### src/rtl/delay_us_pkg.sv
// Shared definitions for the multi-channel microsecond delay timer.
package delay_us_pkg;

  localparam int   DEFAULT_WIDTH = 16;

  localparam logic MODE_ONESHOT  = 1'b0;
  localparam logic MODE_PERIODIC = 1'b1;

  typedef enum logic {
    ST_IDLE    = 1'b0,
    ST_RUNNING = 1'b1
  } ch_state_e;

endpackage

### src/rtl/delay_us_channel.sv
// One timer channel: step edge detect, IDLE/RUNNING FSM, down-counter, done/busy.
// Optional feature macro: DELAY_US_REMAIN_EN exposes the live count on 'remaining'.
module delay_us_channel
  import delay_us_pkg::*;
#(
  parameter int WIDTH      = DEFAULT_WIDTH,
  // Set when ticks are prescaled: the first tick after a start only ends the
  // partial prescaler period, so the full D*TICK_DIV minimum is guaranteed.
  parameter bit PARTIAL_EN = 1'b0
) (
  input  logic             clk,
  input  logic             rst,
  input  logic             tick,
  input  logic             step,
  input  logic             abort,
  input  logic             mode,
  input  logic [WIDTH-1:0] delay,
  output logic             done,
  output logic             busy
`ifdef DELAY_US_REMAIN_EN
  ,
  output logic [WIDTH-1:0] remaining
`endif
);

  ch_state_e        state, state_n;
  logic [WIDTH-1:0] cnt, cnt_n;
  logic [WIDTH-1:0] dly_q, dly_n;
  logic             mode_q, mode_n;
  logic             partial, partial_n;
  logic             step_q;

  logic             start;
  logic             expire;
  logic [WIDTH-1:0] eff;

  assign start  = step & ~step_q;
  // A zero delay behaves as one tick.
  assign eff    = (delay == '0) ? WIDTH'(1) : delay;
  assign expire = (state == ST_RUNNING) && tick && !partial && (cnt == WIDTH'(1));

  // done is combinational so it lands in the last busy cycle and can be
  // vetoed by an abort (or reset) presented in that same cycle.
  assign done = expire & ~abort & ~rst;
  assign busy = (state == ST_RUNNING);

`ifdef DELAY_US_REMAIN_EN
  // cnt is cleared whenever the channel drops to IDLE, so it reads 0 there.
  assign remaining = cnt;
`endif

  // State, counter, latched config and step history registers.
  always_ff @(posedge clk) begin
    if (rst) begin
      state   <= ST_IDLE;
      cnt     <= '0;
      dly_q   <= '0;
      mode_q  <= MODE_ONESHOT;
      partial <= 1'b0;
      step_q  <= 1'b0;
    end else begin
      state   <= state_n;
      cnt     <= cnt_n;
      dly_q   <= dly_n;
      mode_q  <= mode_n;
      partial <= partial_n;
      step_q  <= step;
    end
  end

  // Next-state logic: abort beats start, start (retrigger) beats counting.
  always_comb begin
    state_n   = state;
    cnt_n     = cnt;
    dly_n     = dly_q;
    mode_n    = mode_q;
    partial_n = partial;
    case (state)
      ST_IDLE: begin
        if (start && !abort) begin
          state_n   = ST_RUNNING;
          cnt_n     = eff;
          dly_n     = eff;
          mode_n    = mode;
          partial_n = PARTIAL_EN;
        end
      end
      ST_RUNNING: begin
        if (abort) begin
          state_n   = ST_IDLE;
          cnt_n     = '0;
          partial_n = 1'b0;
        end else if (start) begin
          cnt_n     = eff;
          dly_n     = eff;
          mode_n    = mode;
          partial_n = PARTIAL_EN;
        end else if (tick) begin
          if (partial) begin
            partial_n = 1'b0;
          end else if (cnt == WIDTH'(1)) begin
            if (mode_q == MODE_PERIODIC) begin
              cnt_n = dly_q;
            end else begin
              state_n = ST_IDLE;
              cnt_n   = '0;
            end
          end else begin
            cnt_n = cnt - WIDTH'(1);
          end
        end
      end
      default: begin
        state_n   = ST_IDLE;
        cnt_n     = '0;
        partial_n = 1'b0;
      end
    endcase
  end

endmodule

### src/rtl/delay_us_multi.sv
// Multi-channel microsecond delay timer: shared tick prescaler plus CH channels.
// Optional feature macro: DELAY_US_REMAIN_EN adds the 'remaining' live-count port.
module delay_us_multi
  import delay_us_pkg::*;
#(
  parameter int CH       = 4,
  parameter int WIDTH    = DEFAULT_WIDTH,
  parameter int TICK_DIV = 1
) (
  input  logic                clk_1MHz,
  input  logic                rst,
  input  logic [CH-1:0]       step,
  input  logic [CH-1:0]       abort,
  input  logic [CH-1:0]       mode,
  input  logic [CH*WIDTH-1:0] delay_us,
  output logic [CH-1:0]       done,
  output logic [CH-1:0]       busy
`ifdef DELAY_US_REMAIN_EN
  ,
  output logic [CH*WIDTH-1:0] remaining
`endif
);

  logic tick;

  if (TICK_DIV <= 1) begin : g_no_pre
    assign tick = 1'b1;
  end else begin : g_pre
    localparam int PW = $clog2(TICK_DIV);
    logic [PW-1:0] pre;

    // Free-running prescaler; starts never touch it so channels share phase.
    always_ff @(posedge clk_1MHz) begin
      if (rst)                          pre <= '0;
      else if (pre == PW'(TICK_DIV-1))  pre <= '0;
      else                              pre <= pre + PW'(1);
    end

    assign tick = (pre == PW'(TICK_DIV-1));
  end

  for (genvar i = 0; i < CH; i++) begin : g_ch
    delay_us_channel #(
      .WIDTH      (WIDTH),
      .PARTIAL_EN (TICK_DIV > 1)
    ) u_ch (
      .clk       (clk_1MHz),
      .rst       (rst),
      .tick      (tick),
      .step      (step[i]),
      .abort     (abort[i]),
      .mode      (mode[i]),
      .delay     (delay_us[i*WIDTH +: WIDTH]),
      .done      (done[i]),
      .busy      (busy[i])
`ifdef DELAY_US_REMAIN_EN
      ,
      .remaining (remaining[i*WIDTH +: WIDTH])
`endif
    );
  end

endmodule

### config.mk
export PLATFORM = sky130hd
export DESIGN_NAME = delay_us_multi
export DESIGN_NICKNAME = d
export VERILOG_FILES = /design/src/rtl/delay_us_pkg.sv /design/src/rtl/delay_us_channel.sv /design/src/rtl/delay_us_multi.sv
export SDC_FILE = /design/constraint.sdc
export NUM_CORES = 1
export LEC_CHECK = 0
export CORE_AREA = 2 2 113 115
export DETAILED_ROUTE_END_ITERATION = 7
export DIE_AREA = 0 0 115 117
export GPL_ROUTABILITY_DRIVEN = 0
export PLACE_DENSITY = 0.85
export SLEW_MARGIN = 20
export SYNTH_ARGS = -nofsm -noshare
export SYNTH_HDL_FRONTEND = slang
export SYNTH_SLANG_ARGS = --single-unit
### constraint.sdc
create_clock -name clk_1MHz -period 6.65 [get_ports clk_1MHz]
set_input_delay 1.33 -clock clk_1MHz [delete_from_list [all_inputs] [get_ports clk_1MHz]]
set_output_delay 1.33 -clock clk_1MHz [all_outputs]
set_load 0.02 [all_outputs]
Word level (Yosys, flattened, before mapping)
Cells that the tools add are included.
{"block": "word_totals", "out_inout_bits": 8, "reg_bits": 144}
{"block": "op_classes", "n_addsub": 4, "bitwise_logic": 25, "reduce_logical": 32, "eq_ne": 20, "muxes": 96}
{"operator": "two-way mux 16 bit", "count": 36}
{"operator": "one-hot mux 16 bit (2 select lines)", "count": 8}
{"operator": "== test 16 x 1 -> 1 bit (second input constant)", "count": 4}
{"operator": "zero test 16 bit", "count": 4}
{"operator": "subtractor 16 x 1 -> 16 bit (second input constant)", "count": 4}
{"operator": "two-way mux 1 bit", "count": 40}
{"operator": "one-hot mux 1 bit (2 select lines)", "count": 12}
{"operator": "inequality test 2 bit (second input constant)", "count": 8}
{"operator": "inequality test 4 bit (second input constant)", "count": 4}
{"operator": "inverter 1 bit", "count": 13}
{"operator": "bitwise AND 1 bit", "count": 12}
{"operator": "logical AND 1 bit", "count": 12}
{"operator": "AND reduction 3 bit", "count": 4}
{"operator": "zero test 1 bit", "count": 8}
{"operator": "inequality test 2 x 1 -> 1 bit (second input constant)", "count": 4}
{"operator": "AND reduction 2 bit", "count": 4}

Logic depth before layout (Yosys ltp)
Gate-level depths: netlist (run 1).
{"block": "logic_depth", "depth_word": 6, "ltp_mapped": 9, "depth_no_buf": 7}

Cells and area by module
Synthesis (run 1) repeated with hierarchy kept, for this count alone.
{"block": "hier_totals", "hier_cells": 1053, "area_unflattened_um2": 8011.4}
{"module": "delay_us_channel", "area_each_um2": 2001.9, "cells_each": 263, "n_inst": 4}
{"module": "delay_us_multi", "area_each_um2": 3.8, "cells_each": 1, "n_inst": 1}

Worst setup path after synthesis (run 1)
OpenSTA, ideal clock, no wires.
{"block": "synth_timing", "path_kind": "input-to-output", "from": "input rst", "to": "output done[0]", "arrival_time_ps": 2112, "required_time_ps": 5320, "path_slack_ps": 3208, "cell_stages": 4, "cell_sequence": "clkbuf_1 clkbuf_1 nor3_1 buf_4"}
{"block": "synth_via", "elab_chain_len": 2}
{"element": "start: declaration", "line_no": "delay_us_multi.sv:11", "source": "input logic rst,"}
{"element": "inverter 1 bit", "line_no": "delay_us_channel.sv:44", "source": "assign done = expire & ~abort & ~rst;"}
{"element": "bitwise AND 1 bit", "line_no": "delay_us_channel.sv:44"}
{"element": "end: declaration", "line_no": "delay_us_multi.sv:16", "source": "output logic [CH-1:0] done,"}
No other way between the ends.

Final worst setup path (run 1)
{"block": "layout_timing", "from": "register g_ch[2].u_ch.cnt[2]", "to": "output done[2]"}
{"block": "layout_via", "elab_chain_len": 4}
{"element": "start: declaration", "line_no": "delay_us_channel.sv:27", "source": "logic [WIDTH-1:0] cnt, cnt_n;"}
{"element": "start signal: assignment", "line_no": "delay_us_channel.sv:63", "source": "cnt <= cnt_n;"}
{"element": "== test 16 x 1 -> 1 bit", "line_no": "delay_us_channel.sv:40", "source": "assign expire = (state == ST_RUNNING) && tick && !partial && (cnt == WIDTH'(1));"}
{"element": "logical AND 1 bit", "line_no": "delay_us_channel.sv:40"}
{"element": "bitwise AND 1 bit (2 in series)", "line_no": "delay_us_channel.sv:44"}
No other way between the ends.

==> flow_metrics.py, run 1 <==
metrics = {
    "routing": {
        "drc": 0,
        "route.final.wire_length_microns": 20100,
        "antenna_violating_nets_post_route": 0,
        "dr_total_vias": 7468,
        "average_wire_length_per_cell_after_detail_routing_microns": 17.3,
        "routed_via_density": 6.44,
        "detail_route.iter0.violations": 729,
        "first_pass_iters": 6,
    },
    "synthesis": {
        "synth-async-reset-ratio_pct": 0,
        "total_nets_after_synthesis": 1039,
        "synth_top_flop_cell": "sky130_fd_sc_hd__dfxtp_1",
        "yosysTopAreaCell": "sky130_fd_sc_hd__dfxtp_1",
        "yosysWarnings": 0,
        "synthCells": 953,
        "synth_simple_gate_area_share_pct": 26.3,
        "synth.mux.area_fraction_pct": 0.462,
        "synth_edf_count": 0,
        "yosysSeqAreaShare_pct": 38.3,
        "synth_top_family_by_area": "simple AND/OR/NAND/NOR gates",
        "post_synth_fa_ha_maj_area_fraction_pct": 1.37,
        "avgSynthCellArea_sq_um": 7.68,
        "yosys.area_share.xor_xnor_pct": 3.47,
        "flops_latches_synth": 140,
        "synth_top_cell_area_share_pct": 38.3,
        "ys_top_cells_by_area": "sky130_fd_sc_hd__dfxtp_1 (38%), sky130_fd_sc_hd__nand2_1 (8.6%), sky130_fd_sc_hd__a21oi_1 (8.2%)",
        "synth_cell_types": 61,
        "synth.cell_area_sq_um": 7310,
        "synth_compound_area_share_pct": 25.2,
    },
    "global_route": {
        "grt_max_degree": 57,
        "antenna_found_initial": 0,
        "number_of_global_route_vias_before_repair": 6994,
        "grtUsageTotal_pct": 30.7,
        "grt_remaining_overflow": 0,
        "grt_first_pass_wirelength_microns": 33300,
    },
    "worst_setup_path": {
        "timing.critical_path.slowest_cell_delay_ns": 0.64,
        "worst-endpoint-arrival_ns": 3.34,
        "slowest_stage": "sky130_fd_sc_hd__clkdlybuf4s50_1",
        "critical_path.max_fanout": 10,
        "crit_path_cell_trace": "or4_1 > nor4b_2 > nand4_1 > nor3_1 > clkdlybuf4s50_1",
        "crit_required_ns": 5.32,
        "timing.critical_path.max_delay_family": "simple AND/OR/NAND/NOR gates",
        "crit_buf_inv": 1,
        "path_class": "flip-flop to output port",
        "critical_path.endpoint_type": "output port",
        "setup.worst_path.start_class": "flip-flop",
    },
    "clock_network": {
        "cts_resized": 0,
        "post_cts.repair.setup_buffers": 0,
        "cts_buffers": 17,
        "clkSinkCount": 140,
        "clkTransAtPathRegs_ns": 0.06,
        "post_cts_hold_buffer_count": 0,
        "htree_levels": 4,
        "clock_tree.root_cell": "sky130_fd_sc_hd__clkbuf_16",
        "cts_tree": "done",
        "clockBufferDepth": 2,
        "clock_network_latency_to_the_later_pin_of_the_worst_skew_pair_ns": 0.42,
    },
    "floorplan": {
        "die_height_microns": 117,
        "fp.dieArea_sq_um": 13500,
        "ios": 86,
        "total_number_of_placement_rows": 41,
        "design.core.area_sq_um": 12300,
        "start_util_pct": 59.4,
        "die-width_microns": 115,
    },
    "layout": {
        "final_layout_size_suffix_gt1_share_pct": 5.64,
        "final_core_util_pct": 71.0,
        "most_common_cell_after_layout_fill_and_taps_aside": "sky130_fd_sc_hd__nand2_1",
        "insertedDiodeCount": 0,
        "syn2layout_area_growth_pct": 19.4,
        "final_design_instance_area_without_fill_sq_um": 8740,
        "n_fill_cell": 1015,
        "nNetsFinal": 1085,
        "final_cell_mix": "sky130_fd_sc_hd__nand2_1 (167), sky130_fd_sc_hd__dfxtp_1 (140), sky130_fd_sc_hd__a21oi_1 (120), sky130_fd_sc_hd__clkdlybuf4s50_1 (84), sky130_fd_sc_hd__nor2_1 (57)",
    },
    "placed_design": {
        "hpwl_microns": 13300,
        "detailed_place.area_sq_um": 8150,
        "dp_worst_setup_slack_ns": 2.38,
        "number_of_buffer_cells_added_on_primary_ports": 85,
    },
    "power_and_ir_drop": {
        "leakage_nw": 3.26,
        "worst_ir_drop_vdd_v": 0.000187,
        "pwr_density_cell_nw_per_um2": 266,
    },
    "sta": {
        "fin_worst_skew_ns": 0.00392,
        "finalCritPeriodShare_pct": 70.2,
        "finalCriticalPeriod_ns": 4.67,
        "worst_slack_setup_final_ns": 1.98,
        "fmax_mhz": 214,
        "slew-limit-headroom_pct": 22.9,
        "rsz0062_at_grt": "false",
        "setup_viol": 0,
        "max_slew.worst_pin.slew_ns": 1.15,
        "hold_viol": 0,
        "timing_max_transition_violations_final": 0,
        "timing.setup.tns_ns": 0,
    },
    "hold_path": {
        "hold_path_class": "flip-flop to flip-flop",
    },
    "status": {
        "status": "finished clean",
    },
    "flow_run": {
        "count_of_max_cap_constraint_violations": 0,
    },
}
==> worst min-delay path, cell delays in order (launching register included) <==
cell                      delay [ns]
sky130_fd_sc_hd__dfxtp_1        0.30
sky130_fd_sc_hd__nand2_1        0.05
sky130_fd_sc_hd__a21oi_1        0.05
==> routing by layer <==
| metal | GRT usage [%] | share of wire [%] | vias to the layer above |
|---|---|---|---|
| met3 | 6.54 | 7.4 | 46 |
| met2 | 50.3 | 48 | 351 |
| met5 | 0 | 0 | - |
| met4 | 12.7 | 2.4 | 0 |
| met1 | 39.7 | 42 | 3497 |
| li1 | - | - | 3574 |
==> logic make-up (layout without fill, tap and decap cells) <==
group,Yosys count,count (layout)
fa+ha+maj,8,8
simple gates,394,394
compound gates,292,292
buf+inv,87,144
xor+xnor,29,29
flops,140,140
mux,3,3
==> registers in the layout, summed over array words and instances, names as in the netlist <==
name,cells
g_ch.u_ch.dly_q,64
g_ch.u_ch.cnt,64
g_ch.u_ch.step_q,4
g_ch.u_ch.busy,4
g_ch.u_ch.mode_q,4
==> cell type report <==
class | count | area [sq um] | area share, %
Multi-Input combinational cell | 726 | 4160 | 47.7
Sequential cell | 140 | 2800 | 32.1
Timing Repair Buffer | 94 | 916 | 10.5
Clock buffer | 23 | 478 | 5.47
Tap cell | 150 | 188 | 2.15
Clock inverter | 7 | 114 | 1.30
Inverter | 20 | 75.1 | 0.859
==> per-stage QoR <==
| step | hold WS, ns | instances | power, mW |
|---|---|---|---|
| floorplan | 0.432 | 953 | 1.24 |
| CTS | 0.453 | 1160 | 2.33 |
| global placement | 0.438 | 1130 | 1.36 |
| finish | 0.451 | 1160 | 2.32 |
| detailed placement | 0.445 | 1130 | 1.37 |
| global route | 0.474 | 1160 | 2.42 |
==> final timing paths <==
kind | from | end | slack [ns] | depth (start not counted)
worst max-delay path | g_ch[2].u_ch.cnt[2]$_SDFFE_PP0P_ | done[2] | 1.98 | 5
worst min-delay path | g_ch[2].u_ch.dly_q[5]$_SDFFE_PP0P_ | g_ch[2].u_ch.dly_q[5]$_SDFFE_PP0P_ | 0.45 | 2
worst max register to register | g_ch[2].u_ch.cnt[2]$_SDFFE_PP0P_ | g_ch[2].u_ch.cnt[15]$_SDFFE_PP0P_ | 4.01 | 5
worst min register to register | g_ch[2].u_ch.dly_q[5]$_SDFFE_PP0P_ | g_ch[2].u_ch.dly_q[5]$_SDFFE_PP0P_ | 0.45 | 2
==> cell usage after synthesis, drive strengths merged, types with 4 or more instances <==
master,instances
o32ai,12
and3,12
o31ai,5
or3,14
o22ai,25
a31oi,26
and4,5
ha,8
nor2b,4
a21o,5
nor3,31
clkbuf,53
nor4,27
nor3b,6
xnor2,17
a211o,6
o21a,4
inv,20
or4,8
buf,14
nor4b,5
nand3,16
a21oi,120
a211oi,7
and2,6
xor2,12
nand2,167
a21boi,21
dfxtp,140
nand2b,6
o211ai,4
o21ai,17
nor2,57
a22oi,17
o41ai,4
nand4,15
or2,7
==> power by group <==
group	internal [mW]	switching [mW]	leakage (nW)	total (mW)
clock	0.614	0.345	0.293	0.959
sequential	0.882	0.0478	1.14	0.930
combinational	0.194	0.241	1.82	0.435
total	1.69	0.634	3.26	2.32
(Power assumes the default switching activity.)
==> inputs of run 2 (changes only) <==
--- a/config.mk
+++ b/config.mk
@@ -5,11 +5,11 @@
 export SDC_FILE = /design/constraint.sdc
 export NUM_CORES = 1
 export LEC_CHECK = 0
-export CORE_AREA = 2 2 113 115
+export CORE_AREA = 2 2 123 125
 export DETAILED_ROUTE_END_ITERATION = 7
-export DIE_AREA = 0 0 115 117
+export DIE_AREA = 0 0 125 127
 export GPL_ROUTABILITY_DRIVEN = 0
-export PLACE_DENSITY = 0.85
+export PLACE_DENSITY = 0.76
 export SLEW_MARGIN = 20
 export SYNTH_ARGS = -nofsm -noshare
 export SYNTH_HDL_FRONTEND = slang
==> constraint.sdc (replaced) <==
create_clock -name clk_1MHz -period 4.1 [get_ports clk_1MHz]
set_input_delay 0.82 -clock clk_1MHz [delete_from_list [all_inputs] [get_ports clk_1MHz]]
set_output_delay 0.82 -clock clk_1MHz [all_outputs]
set_load 0.02 [all_outputs]
==> flow_metrics.py, run 2 (same netlist as run 1, synthesis figures left out) <==
metrics = {
    "placed_design": {
        "hpwl_microns": 13500,
        "number_of_buffer_cells_added_on_primary_ports": 85,
        "detailed_place.area_sq_um": 8260,
        "dp_cells": 1174,
    },
    "global_route": {
        "number_of_global_route_vias_before_repair": 6850,
        "grtUsageTotal_pct": 25.4,
        "grt_remaining_overflow": 0,
        "grt_first_pass_wirelength_microns": 33700,
        "grt_max_degree": 44,
        "antenna_found_initial": 0,
    },
    "worst_setup_path": {
        "r2r-end": "g_ch[0].u_ch.cnt[11]$_SDFFE_PP0P_",
        "critical_path.max_fanout": 10,
        "timing.critical_path.max_delay_family": "simple AND/OR/NAND/NOR gates",
        "setup.worst_path.end": "done[0]",
        "path_class": "flip-flop to output port",
        "crit_path_cell_trace": "or4_1 > nor3_2 > nand2_1 > nor3_1 > clkdlybuf4s50_1",
        "crit_buf_inv": 1,
        "worst-endpoint-arrival_ns": 3.11,
        "slowest_stage": "sky130_fd_sc_hd__or4_1",
        "path_depth": 5,
        "reg2reg_from": "g_ch[0].u_ch.cnt[5]$_SDFFE_PP0P_",
        "timing.critical_path.slowest_cell_delay_ns": 0.70,
        "reg2reg_depth": 5,
        "critical_path.endpoint_type": "output port",
        "crit_required_ns": 3.28,
        "setup.reg_to_reg.worst_slack_ns": 1.48,
        "setup.worst_path.start_class": "flip-flop",
        "timing.critical_path.from": "g_ch[0].u_ch.cnt[5]$_SDFFE_PP0P_",
    },
    "power_and_ir_drop": {
        "power.sequential.fraction_pct": 39.4,
        "leakage_nw": 3.31,
        "switching_share_pct": 27.2,
        "combinational_share_of_power_pct": 18.6,
        "power.net_switching_mw": 1.04,
        "share_clk_of_total_power_pct": 42.1,
        "pwr_density_cell_nw_per_um2": 431,
        "worst_ir_drop_vdd_v": 0.000299,
        "cell_internal_pwr_mw": 2.79,
    },
    "layout": {
        "regArea_sq_um": 2800,
        "n_fill_cell": 1298,
        "layout.cells.non_filler": 1205,
        "multi_input_area_sq_um": 4170,
        "reg_top3": "g_ch.u_ch.cnt x64, g_ch.u_ch.dly_q x64",
        "insertedDiodeCount": 0,
        "most_common_cell_after_layout_fill_and_taps_aside": "sky130_fd_sc_hd__nand2_1",
        "syn2layout_area_growth_pct": 21.4,
        "final_core_util_pct": 61.6,
        "final_layout_size_suffix_gt1_share_pct": 6.76,
        "final_design_instance_area_without_fill_sq_um": 8880,
        "nNetsFinal": 1095,
        "final_cell_mix": "sky130_fd_sc_hd__nand2_1 (167), sky130_fd_sc_hd__dfxtp_1 (140), sky130_fd_sc_hd__a21oi_1 (120), sky130_fd_sc_hd__clkdlybuf4s50_1 (84), sky130_fd_sc_hd__nor2_1 (57)",
    },
    "routing": {
        "route.final.wire_length_microns": 20400,
        "average_wire_length_per_cell_after_detail_routing_microns": 16.9,
        "detail_route.iter0.violations": 737,
        "first_pass_iters": 5,
        "antenna_violating_nets_post_route": 0,
        "drc": 0,
        "routed_via_density": 6.17,
        "dr_total_vias": 7437,
    },
    "sta": {
        "slew-limit-headroom_pct": 33.9,
        "fin_worst_skew_ns": 0.00516,
        "timing_max_transition_violations_final": 0,
        "finalCriticalPeriod_ns": 3.93,
        "whs_ns": 0.452,
        "max_slew.worst_pin.slew_ns": 0.988,
        "rsz0062_at_grt": "false",
        "fmax_mhz": 254,
        "hold_viol": 0,
        "timing.setup.tns_ns": 0,
        "finalCritPeriodShare_pct": 96.0,
        "setup_viol": 0,
    },
    "status": {
        "status": "finished clean",
    },
    "floorplan": {
        "design.core.area_sq_um": 14400,
        "fp.dieArea_sq_um": 15900,
        "die_height_microns": 127,
        "ios": 86,
        "die-width_microns": 125,
        "total_number_of_placement_rows": 44,
        "start_util_pct": 50.7,
    },
    "clock_network": {
        "clkTransAtPathRegs_ns": 0.06,
        "clock_network_latency_to_the_later_pin_of_the_worst_skew_pair_ns": 0.42,
        "post_cts_hold_buffer_count": 0,
        "cts_resized": 1,
        "clkSinkCount": 140,
        "cts_tree": "done",
        "clock_tree.root_cell": "sky130_fd_sc_hd__clkbuf_16",
        "post_cts.repair.setup_buffers": 0,
        "cts_buffers": 17,
        "clockBufferDepth": 2,
        "htree_levels": 4,
    },
    "flow_run": {
        "count_of_max_cap_constraint_violations": 0,
    },
    "hold_path": {
        "hold_path_class": "flip-flop to flip-flop",
    },
}
run 2: cell types whose count changed in the layout (fill, tap and decap cells not counted):
cell | previous run | this run
sky130_fd_sc_hd__buf_4 | 10 | 20
sky130_fd_sc_hd__clkbuf_8 | 3 | 5
sky130_fd_sc_hd__clkinv_2 | 3 | 2
sky130_fd_sc_hd__clkinv_4 | 1 | 0
sky130_fd_sc_hd__clkinvlp_4 | 0 | 1
sky130_fd_sc_hd__nor3_1 | 31 | 30
sky130_fd_sc_hd__nor3_2 | 0 | 1
run 2: how the worst min path moves through the flow:
stage,startpoint,to,cells after the start
2_1_floorplan,g_ch[0].u_ch.dly_q[9]$_SDFFE_PP0P_,g_ch[0].u_ch.dly_q[9]$_SDFFE_PP0P_,2
3_3_place_gp,g_ch[1].u_ch.dly_q[1]$_SDFFE_PP0P_,g_ch[1].u_ch.dly_q[1]$_SDFFE_PP0P_,2
3_5_place_dp,g_ch[1].u_ch.dly_q[1]$_SDFFE_PP0P_,g_ch[1].u_ch.dly_q[1]$_SDFFE_PP0P_,2
4_1_cts,g_ch[1].u_ch.dly_q[1]$_SDFFE_PP0P_,g_ch[1].u_ch.dly_q[1]$_SDFFE_PP0P_,2
5_1_grt,g_ch[3].u_ch.dly_q[13]$_SDFFE_PP0P_,g_ch[3].u_ch.dly_q[13]$_SDFFE_PP0P_,2
6_report,g_ch[1].u_ch.dly_q[1]$_SDFFE_PP0P_,g_ch[1].u_ch.dly_q[1]$_SDFFE_PP0P_,2
run 2: area by class of cell:
class	instances	share of cell area, %
clock buffers	25	5.69
clock inverters	6	1.21
inverters	20	0.845
multi-input cells	726	46.9
flip-flops and latches	140	31.6
well taps	184	2.59
repair buffers	104	11.2
run 2: power groups by stage:
stage	clock (mW)	sequential, mW	combinational [mW]
floorplan	0	1.51	0.503
CTS	1.62	1.51	0.703
detailed placement	0	1.53	0.694
global route	1.68	1.52	0.789
global placement	0	1.53	0.687
finish	1.61	1.51	0.711
run 2: metal layers:
metal	global-route usage (%)	share of wire [%]	vias up
met5	0	0	-
met1	34.6	46	3531
met2	41.0	46	272
met3	4.65	6.6	33
li1	-	-	3601
met4	8.82	1.8	0
run 2: metrics by stage:
step / total power, mW / setup slack (ns)
floorplan: 2.01 / 1.26
global placement: 2.22 / 0.666
detailed placement: 2.23 / 0.544
CTS: 3.83 / 0.210
global route: 3.99 / 0.0446
finish: 3.83 / 0.165
run 2: worst register-to-register path, cell delays in order (launching register included):
cell and delay [ns]:
sky130_fd_sc_hd__dfxtp_1 0.35, sky130_fd_sc_hd__or4_1 0.70, sky130_fd_sc_hd__or3_1 0.52, sky130_fd_sc_hd__nor2_1 0.46, sky130_fd_sc_hd__o21ai_0 0.18, sky130_fd_sc_hd__a211o_1 0.31
==> inputs of run 3 (changes only) <==
--- a/config.mk
+++ b/config.mk
@@ -9,7 +9,7 @@
 export DETAILED_ROUTE_END_ITERATION = 7
 export DIE_AREA = 0 0 125 127
 export GPL_ROUTABILITY_DRIVEN = 0
-export PLACE_DENSITY = 0.76
+export PLACE_DENSITY = 0.78
 export SLEW_MARGIN = 20
 export SYNTH_ARGS = -nofsm -noshare
 export SYNTH_HDL_FRONTEND = slang
==> flow_metrics.py, run 3 (same netlist as run 1, synthesis figures left out) <==
metrics = {
    "status": {
        "status": "finished clean",
    },
    "clock_network": {
        "clkSinkCount": 140,
        "cts_tree": "done",
        "clock_network_latency_to_the_later_pin_of_the_worst_skew_pair_ns": 0.42,
        "clockBufferDepth": 2,
        "post_cts_hold_buffer_count": 0,
        "cts_buffers": 17,
        "clock_tree.root_cell": "sky130_fd_sc_hd__clkbuf_16",
        "post_cts.repair.setup_buffers": 0,
        "clkTransAtPathRegs_ns": 0.06,
        "htree_levels": 4,
    },
    "worst_setup_path": {
        "setup.reg_to_reg.worst_slack_ns": 1.48,
        "setup.worst_path.start_class": "flip-flop",
        "path_class": "flip-flop to output port",
        "timing.critical_path.from": "g_ch[0].u_ch.cnt[5]$_SDFFE_PP0P_",
        "timing.critical_path.max_delay_family": "simple AND/OR/NAND/NOR gates",
        "critical_path.endpoint_type": "output port",
        "crit_buf_inv": 2,
        "timing.critical_path.slowest_cell_delay_ns": 0.70,
        "reg2reg_from": "g_ch[0].u_ch.cnt[5]$_SDFFE_PP0P_",
        "crit_path_cell_trace": "or4_1 > nor3_2 > nand2_1 > buf_4 > nor3_1 > clkdlybuf4s50_1",
        "critical_path.max_fanout": 10,
        "crit_required_ns": 3.28,
        "worst-endpoint-arrival_ns": 3.01,
        "slowest_stage": "sky130_fd_sc_hd__or4_1",
    },
    "global_route": {
        "grt_util_met2_pct": 41.7,
        "grt_remaining_overflow": 0,
        "global_route.peak_usage_layer": "met2",
        "grt_use_met3_pct": 5.11,
        "grt_util_met1_pct": 33.3,
        "antenna_found_initial": 0,
        "number_of_global_route_vias_before_repair": 6892,
        "grt_max_degree": 55,
        "grt_first_pass_wirelength_microns": 33400,
        "grtUsageTotal_pct": 25.3,
    },
    "routing": {
        "detail_route.iter0.violations": 642,
        "first_pass_iters": 5,
        "route.final.wire_length_microns": 20200,
        "drc": 0,
        "routed_via_density": 6.15,
        "antenna_violating_nets_post_route": 0,
        "average_wire_length_per_cell_after_detail_routing_microns": 16.8,
        "dr_total_vias": 7406,
    },
    "sta": {
        "setup_viol": 0,
        "slew-limit-headroom_pct": 39.7,
        "hold_viol": 0,
        "whs_ns": 0.454,
        "fmax_mhz": 261,
        "max_slew.worst_pin.slew_ns": 0.901,
        "finalCriticalPeriod_ns": 3.83,
        "timing_max_transition_violations_final": 0,
        "fin_worst_skew_ns": 0.00542,
        "rsz0062_at_grt": "false",
        "timing.setup.tns_ns": 0,
        "finalCritPeriodShare_pct": 93.5,
        "worst_slack_setup_final_ns": 0.265,
    },
    "power_and_ir_drop": {
        "pwr_density_cell_nw_per_um2": 434,
        "post-layout-total-power_mw": 3.86,
        "worst_ir_drop_vdd_v": 0.000286,
        "leakage_nw": 3.32,
    },
    "floorplan": {
        "total_number_of_placement_rows": 44,
        "die-width_microns": 125,
        "start_util_pct": 50.7,
        "design.core.area_sq_um": 14400,
        "fp.dieArea_sq_um": 15900,
        "die_height_microns": 127,
        "ios": 86,
    },
    "layout": {
        "syn2layout_area_growth_pct": 21.6,
        "final_core_util_pct": 61.7,
        "final_design_instance_area_without_fill_sq_um": 8900,
        "nNetsFinal": 1094,
        "reg_top3": "g_ch.u_ch.cnt x64, g_ch.u_ch.dly_q x64",
        "n_fill_cell": 1301,
        "insertedDiodeCount": 0,
        "final_layout_size_suffix_gt1_share_pct": 6.86,
        "final_cell_mix": "sky130_fd_sc_hd__nand2_1 (167), sky130_fd_sc_hd__dfxtp_1 (140), sky130_fd_sc_hd__a21oi_1 (120), sky130_fd_sc_hd__clkdlybuf4s50_1 (84), sky130_fd_sc_hd__nor2_1 (57)",
        "most_common_cell_after_layout_fill_and_taps_aside": "sky130_fd_sc_hd__nand2_1",
        "layout.cells.non_filler": 1204,
    },
    "placed_design": {
        "dp_cells": 1173,
        "hpwl_microns": 13300,
        "number_of_buffer_cells_added_on_primary_ports": 85,
        "dp_worst_setup_slack_ns": 0.653,
        "detailed_place.area_sq_um": 8260,
    },
    "flow_run": {
        "count_of_max_cap_constraint_violations": 0,
    },
    "hold_path": {
        "hold_path_class": "flip-flop to flip-flop",
        "hp-start": "g_ch[2].u_ch.dly_q[5]$_SDFFE_PP0P_",
    },
}
-- run 3: area by class of cell --
type	instances	area [sq um]	share of cell area (%)
multi-input cells	726	4170	46.9
flip-flops and latches	140	2800	31.5
repair buffers	103	983	11.1
clock buffers	26	529	5.95
well taps	184	230	2.59
clock inverters	5	103	1.15
inverters	20	75.1	0.844
-- run 3: per-layer routing --
metal	routed length, microns	share of wire (%)
met1	9170	45
met2	9400	47
met3	1250	6.2
met4	384	1.9
met5	0	0
-- run 3: final timing paths --
kind                                                           end  depth (start not counted)
worst max-delay path                                       done[0]                          6
worst min-delay path            g_ch[2].u_ch.dly_q[5]$_SDFFE_PP0P_                          2
worst max register to register   g_ch[0].u_ch.cnt[15]$_SDFFE_PP0P_                          5
worst min register to register  g_ch[2].u_ch.dly_q[5]$_SDFFE_PP0P_                          2
-- run 3: worst reg2reg max path: cells and delay by family, from the launching register on --
| family | cells | cell delay, ns |
|---|---|---|
| simple gates | 3 | 1.78 |
| compound gates | 2 | 0.44 |
| flops | 1 | 0.35 |
-- run 3: report_power, final --
part,leakage (nW),internal (mW),switching (mW)
clock network,0.309,1.07,0.579
registers,1.14,1.43,0.0770
logic,1.87,0.323,0.388
total,3.32,2.82,1.04
-- run 3: timing repair --
action	4_1_cts	5_1_grt
endpoints found under the hold margin	0	0
resized for setup	0	2
endpoints found under the setup margin	0	1
